`src/rtl/prog_loader.sv`:
```
// prog_loader: fills a 16x8 program RAM from a valid/ready byte stream, then checks
// a trailing checksum byte. Holds the CPU while a load is in progress.
// Ports:
//   clk, rst (sync, active-low)
//   start                      one-cycle load request (honoured in IDLE/DONE only)
//   in_data/in_valid/in_ready  byte stream handshake
//   rd_addr/rd_data            asynchronous CPU fetch port
//   cpu_hold                   CPU must not advance while high
//   done/err                   load finished / checksum mismatch on last load
module prog_loader #(
    parameter int unsigned AW = 4,
    parameter int unsigned DW = 8
) (
    input  logic          clk,
    input  logic          rst,
    input  logic          start,
    input  logic [DW-1:0] in_data,
    input  logic          in_valid,
    output logic          in_ready,
    input  logic [AW-1:0] rd_addr,
    output logic [DW-1:0] rd_data,
    output logic          cpu_hold,
    output logic          done,
    output logic          err
);

    localparam int unsigned DEPTH = 2 ** AW;

    typedef enum logic [1:0] {
        IDLE  = 2'd0,
        LOAD  = 2'd1,
        CHECK = 2'd2,
        DONE  = 2'd3
    } state_t;

    state_t        state, state_n;
    logic [AW-1:0] addr, addr_n;
    logic [DW-1:0] sum, sum_n;
    logic          done_n, err_n;
    logic          xfer_c;
    logic          we_c;
    logic [DW-1:0] chk_c;

    logic [DW-1:0] mem [DEPTH];

    // in_ready is a flop, so the handshake never depends combinationally on inputs
    assign xfer_c = in_valid && in_ready;
    assign chk_c  = sum + in_data;

    // Next-state and datapath updates
    always_comb begin
        state_n = state;
        addr_n  = addr;
        sum_n   = sum;
        done_n  = done;
        err_n   = err;
        we_c    = 1'b0;
        case (state)
            IDLE, DONE: begin
                if (start) begin
                    state_n = LOAD;
                    addr_n  = '0;
                    sum_n   = '0;
                    done_n  = 1'b0;
                    err_n   = 1'b0;
                end
            end
            LOAD: begin
                if (xfer_c) begin
                    // Reset wins over a coincident write
                    we_c   = rst;
                    sum_n  = chk_c;
                    addr_n = addr + AW'(1);
                    if (addr == AW'(DEPTH - 1)) begin
                        state_n = CHECK;
                    end
                end
            end
            CHECK: begin
                if (xfer_c) begin
                    err_n   = (chk_c != '0);
                    done_n  = 1'b1;
                    state_n = DONE;
                end
            end
            default: state_n = IDLE;
        endcase
    end

    // State register; in_ready/cpu_hold are registered decodes of the next state
    always_ff @(posedge clk) begin
        if (!rst) begin
            state    <= IDLE;
            addr     <= '0;
            sum      <= '0;
            done     <= 1'b0;
            err      <= 1'b0;
            in_ready <= 1'b0;
            cpu_hold <= 1'b0;
        end else begin
            state    <= state_n;
            addr     <= addr_n;
            sum      <= sum_n;
            done     <= done_n;
            err      <= err_n;
            in_ready <= (state_n == LOAD) || (state_n == CHECK);
            cpu_hold <= (state_n == LOAD) || (state_n == CHECK);
        end
    end

    // Program RAM: not cleared by reset
    always_ff @(posedge clk) begin
        if (we_c) begin
            mem[addr] <= in_data;
        end
    end

    assign rd_data = mem[rd_addr];

endmodule

```
`config.mk`:
```
export PLATFORM = sky130hd
export DESIGN_NAME = prog_loader
export DESIGN_NICKNAME = d
export VERILOG_FILES = /design/src/rtl/prog_loader.sv
export SDC_FILE = /design/constraint.sdc
export NUM_CORES = 1
export LEC_CHECK = 0
export ABC_AREA = 1
export BUFFER_PORTS_ARGS = -buffer_cell sky130_fd_sc_hd__buf_2
export CAP_MARGIN = 20
export CORE_ASPECT_RATIO = 1.1
export CORE_MARGIN = 1
export CORE_UTILIZATION = 41
export CTS_CLUSTER_SIZE = 10
export DETAILED_ROUTE_END_ITERATION = 10
export SYNTH_ARGS = -nofsm -noshare
export SYNTH_HDL_FRONTEND = slang
export SYNTH_SLANG_ARGS = --single-unit
```
`constraint.sdc`:
```
create_clock -name clk -period 3.4 [get_ports clk]
set_input_delay 0.51 -clock clk [delete_from_list [all_inputs] [get_ports clk]]
set_output_delay 0.51 -clock clk [all_outputs]
set_load 0.005 [all_outputs]
```
**After elaboration in Yosys (flattened, before gate mapping)**

Memories as Yosys holds them, arrays and structs flattened.
Index checks and enable logic that the tools add are counted.

- Reduce and logical (&&, ||, !) cells: 9
- Multiply operators: 0
- Add/subtract/negate cells: 2
- Magnitude comparators: 0
- Multiplexer cells: 20
- Equal/unequal tests: 9
- Shift-type cells: 0
- Divide/modulo/power cells: 0
- Bitwise operators: 0

Operators by type and width:

| kind | count |
|---|---|
| 2-to-1 mux 8 bit | 2 |
| one-hot mux 8 bit (2 select lines) | 1 |
| adder 8 bit | 1 |
| 2-to-1 mux 2 bit | 4 |
| 2-to-1 mux 4 bit | 2 |
| one-hot mux 4 bit (2 select lines) | 1 |
| nonzero test 8 bit | 1 |
| 2-to-1 mux 1 bit | 7 |
| equality test 2 bit (second input constant) | 3 |
| inequality test 2 bit (second input constant) | 3 |
| one-hot mux 2 bit (3 select lines) | 1 |
| AND reduction 3 bit | 2 |
| adder 4 x 1 -> 4 bit (second input constant) | 1 |
| equality test 2 x 1 -> 1 bit (second input constant) | 2 |
| equality test 4 bit (second input constant) | 1 |
| one-hot mux 1 bit (2 select lines) | 2 |
| nonzero test 2 bit | 2 |
| zero test 2 bit | 1 |
| OR reduction 2 bit | 1 |
| logical AND 1 bit | 1 |
| logical OR 1 bit | 1 |

- Logic and storage cells: 47
- RAM bits: 128
- Bits of input ports: 16
- Memories kept: 1
- Latch bits: 0
- Register bits: 17
- Output and inout port bits: 12
- ROM bits: 0

Memory list:

| name | depth | bits a word | rd ports | clocked after Yosys merged registers in | wr ports | line | text |
|---|---|---|---|---|---|---|---|
| mem | 16 | 8 | 1 | 0 | 1 | 44 | `logic [DW-1:0] mem [DEPTH];` |

**Longest topological paths before layout**

- Depth after elaboration: 6
- Depth in mapped cells: 12
- Gate-level depth less buffers: 12

**Worst setup path after synthesis**

OpenSTA, ideal clock, no wires.

- Kind: input port to flip-flop
- Start: input port in_valid
- End: memory mem[7][0] (enable)
- Arrival: 1,603 ps
- Setup slack: 1,414 ps
- Library setup time: 383 ps
- Buffers on the path: 0
- Data required time: 3,017 ps
- Cell stages on the path: 6
- Cell sequence: nand2_1 -> inv_1 -> nand2_2 -> nor2_1 -> inv_1 -> nor3_1

- Word-level cells in the longest chain between the ends: 5

RTL lines:

| item | line | text |
|---|---|---|
| start: declaration | 18 | `input logic in_valid,` |
| logical AND 1 bit | 47 | `assign xfer_c = in_valid && in_ready;` |
| 2-to-1 mux 1 bit | 69 | `if (xfer_c) begin` |
| 2-to-1 mux 1 bit | 58 | `case (state)` |
| 2-to-1 mux 1 bit | 113 | `if (we_c) begin` |
| 2-to-1 mux 1 bit (implied by the code) | 114 | `mem[addr] <= in_data;` |
| end: declaration | 44 |  |

Every way passes these cells.

**Worst setup path after layout**

- Start: input port rd_addr[0]
- End: output port rd_data[6]

- Word-level cells in the longest chain between the ends: 1

RTL lines:

| item | line | text |
|---|---|---|
| start: declaration | 20 | `input logic [AW-1:0] rd_addr,` |
| memory (16 x 8 bit) | -- |  |
| end: declaration | 21 | `output logic [DW-1:0] rd_data,` |

Every way passes these cells.

==> metrics <==
initial core utilization 42.4%; Post-CTS Setup Bufs 0; most frequent cells in the layout 128 x edfxtp_1, 67 x nand2_1, 64 x inv_1; Slew HR 42.4%; Synth Area in Compound Gates 11.4%; vias in the first global route 4075; Seq/Total Area, Yosys 65.0%; Max VDD drop 0.383 mV; fin area 7470 sq um; crit path time final 2.52 ns; max frequency 0.397 GHz; nets@finish 611; GRT Total Usage 18.9%; largest family of logic cells by synthesized area compound AO/OA/AOI/OAI gates; worst setup path class in -> out; Adder-Cell Fraction of Synth Area 2.84%; CTS H-tree depth 4; Power Density 589 nW/um^2; initial antenna violation count 0; CTS Buf Count 17; hold_buf cts 0; multiplexer area fraction after synthesis 4.98%; count of cell types in the netlist 35; CP Cell Sequence buf_4, buf_12, mux2i_1, o21ai_0, o211ai_1, nand2_1, buf_2; Post-Synth Simple-Gate Area 9.15%; Gate power share 6.7%; Sum Neg Setup Slack 0 ns; xor and xnor area share after synthesis 0.272%; Vias/cell 5.26; skew final 0.00495 ns; post-route antenna net violation count 0; worst min path class in -> reg; Fin Hold WS 0.378 ns; # setup viols final 0; Clock Tree Buf Depth 2; row count 47; CTS Root Cell clkbuf_16; synthesized area 6440 sq um; io pins 28; Clk pwr share 48.9%; cell internal pwr 3490 uW; Net Sw Frac 20.7%; core area 15200 sq um; Remaining Overflow, GRT 0; Slowest-stage cell, CP buf_4; synth warn 0; clk sinks 145; Setup Slack @ Placement 0.881 ns; PortBufs 27; Worst-Margin Slew 0.860 ns; leading cell type in the layout, fill and taps excluded edfxtp_1; register bit total from synthesis 145; Starting DRT DRC Count 285; Post-Route WL 13.9 mm; RSZ-0062 raised after global routing no; largest net degree at the start of global routing 52; worst-path fanout max 51; routed length per instance 17.6 microns; Pleak 0.00283 uW; Die X-Extent 121 microns; CP peak stage delay 0.47 ns; clk_lat worst skew 0.42 ns; die area 16200 sq um; share of cells above drive strength 1 14.3%; Pins Over Slew Limit 0; syn nets 574; NetSw 913 uW; DRC Markers 0; critical path arrival 2.01 ns; Syn Area/Cell 11.8 sq um; final hold viol count 0; Chip Height 133 microns; MaxCap Viol Count 0; # fillers 1365; via count 4152; global-route wire length before repair 22.2 mm; Mapped Cells 544; Cell Area, Placed 6790 sq um; crit share post-route 74.1%; Crit path max-delay family buffers and inverters; antenna cells 0; CTS resizes 0; gp weighted congestion 0.817; Worst Setup Start Kind input pin; post-route setup slack 0.880 ns; status complete, no violations; nature of the critical path endpoint output pin; Pre-Repair DR Iteration Count 5; CP bufs+invs 3; CTS clock-pin slew for the worst setup and hold paths 0.06 ns; CTS tree yes; Worst Path Required 2.89 ns; Layout area overhead 16.1%; fin util 49.3%; dpl hpwl 9.17 mm; sequential share of power 44.4%
[metal layers]
| layer | global-route usage [%] | share of wire [%] | up-vias |
|---|---|---|---|
| li1 | - | - | 2003 |
| met1 | 23.7 | 42 | 1986 |
| met2 | 30.1 | 49 | 140 |
| met3 | 4.62 | 6.1 | 23 |
| met4 | 9.88 | 2.6 | 0 |
| met5 | 0 | 0 | - |
[through the flow]
| step | power [uW] | instances |
|---|---|---|
| 3_3_place_gp | 2280 | 758 |
| 4_1_cts | 4430 | 790 |
| 2_1_floorplan | 2190 | 544 |
| 5_1_grt | 4530 | 790 |
| 6_report | 4400 | 790 |
| 3_5_place_dp | 2290 | 758 |
[final timing paths]
check / startpoint / to / slack [ns] / cells after the start
min reg2reg: sum[4]$_SDFFE_PN0P_ / sum[4]$_SDFFE_PN0P_ / 0.46 / 2
max: rd_addr[0] / rd_data[6] / 0.88 / 7
max reg2reg: state[1]$_SDFF_PN0_ / mem[0][2]$_DFFE_PP_ / 1.14 / 6
min: rst / cpu_hold$_SDFF_PN0_ / 0.38 / 3
[state kept, by name, summed over array words and instances (netlist names)]
register	cells
addr	4
cpu_hold	1
done	1
err	1
mem	128
state	2
sum	8
[Yosys cell counts]
cell | count | area share (%)
nand3_1 | 22 | 1.7
inv_2 | 1 | 0.058
nor3_1 | 5 | 0.39
nand4_1 | 2 | 0.19
buf_8 | 1 | 0.23
inv_4 | 1 | 0.097
buf_12 | 1 | 0.31
o21ai_0 | 40 | 3.1
fa_1 | 1 | 0.31
nor2_4 | 2 | 0.35
nand2_2 | 2 | 0.19
o21ai_1 | 5 | 0.39
nor2_1 | 27 | 1.6
o31ai_1 | 1 | 0.12
nand2_4 | 2 | 0.35
edfxtp_1 | 128 | 60
buf_2 | 4 | 0.31
buf_6 | 4 | 0.70
clkbuf_1 | 12 | 0.70
and2_1 | 1 | 0.097
dfxtp_1 | 17 | 5.3
nor3b_2 | 1 | 0.19
nand2_1 | 67 | 3.9
inv_1 | 64 | 3.7
xor2_1 | 1 | 0.14
a21oi_1 | 47 | 3.7
or2_1 | 1 | 0.097
o21ai_2 | 2 | 0.27
o211ai_1 | 32 | 3.7
or2_2 | 1 | 0.097
mux2i_1 | 32 | 5.0
buf_4 | 2 | 0.23
ha_1 | 13 | 2.5
xnor2_1 | 1 | 0.14
a22oi_1 | 1 | 0.12
[logic make-up (layout without fill, tap and decap cells)]
family / after synthesis / after routing
flops: 145 / 145
simple gates: 133 / 133
compound gates: 128 / 128
buf+inv: 90 / 140
mux: 32 / 32
fa+ha+maj: 14 / 14
xor+xnor: 2 / 2
[worst min-delay path: cells and delay by family]
family,cells,cell delay (ns)
AND/OR/NAND/NOR,2,0.10
buffers and inverters,1,0.14
[layout make-up]
| type | count | area [sq um] | share of cell area (%) |
|---|---|---|---|
| inverter | 66 | 250 | 3.35 |
| clock inverter | 15 | 263 | 3.52 |
| sequential | 145 | 4180 | 56.0 |
| clock buffer | 17 | 425 | 5.69 |
| multi-input combinational | 309 | 1840 | 24.7 |
| timing repair buffer | 42 | 263 | 3.52 |
| tap | 196 | 245 | 3.28 |
[power groups by stage]
stage | Sequential (uW) | Combinational [uW] | Clock, uW
global placement | 1990 | 290 | 0
global route | 1950 | 327 | 2250
floorplan | 1990 | 198 | 0
finish | 1950 | 294 | 2150
detailed placement | 1990 | 295 | 0
CTS | 1950 | 296 | 2180
(Power assumes the default switching activity.)
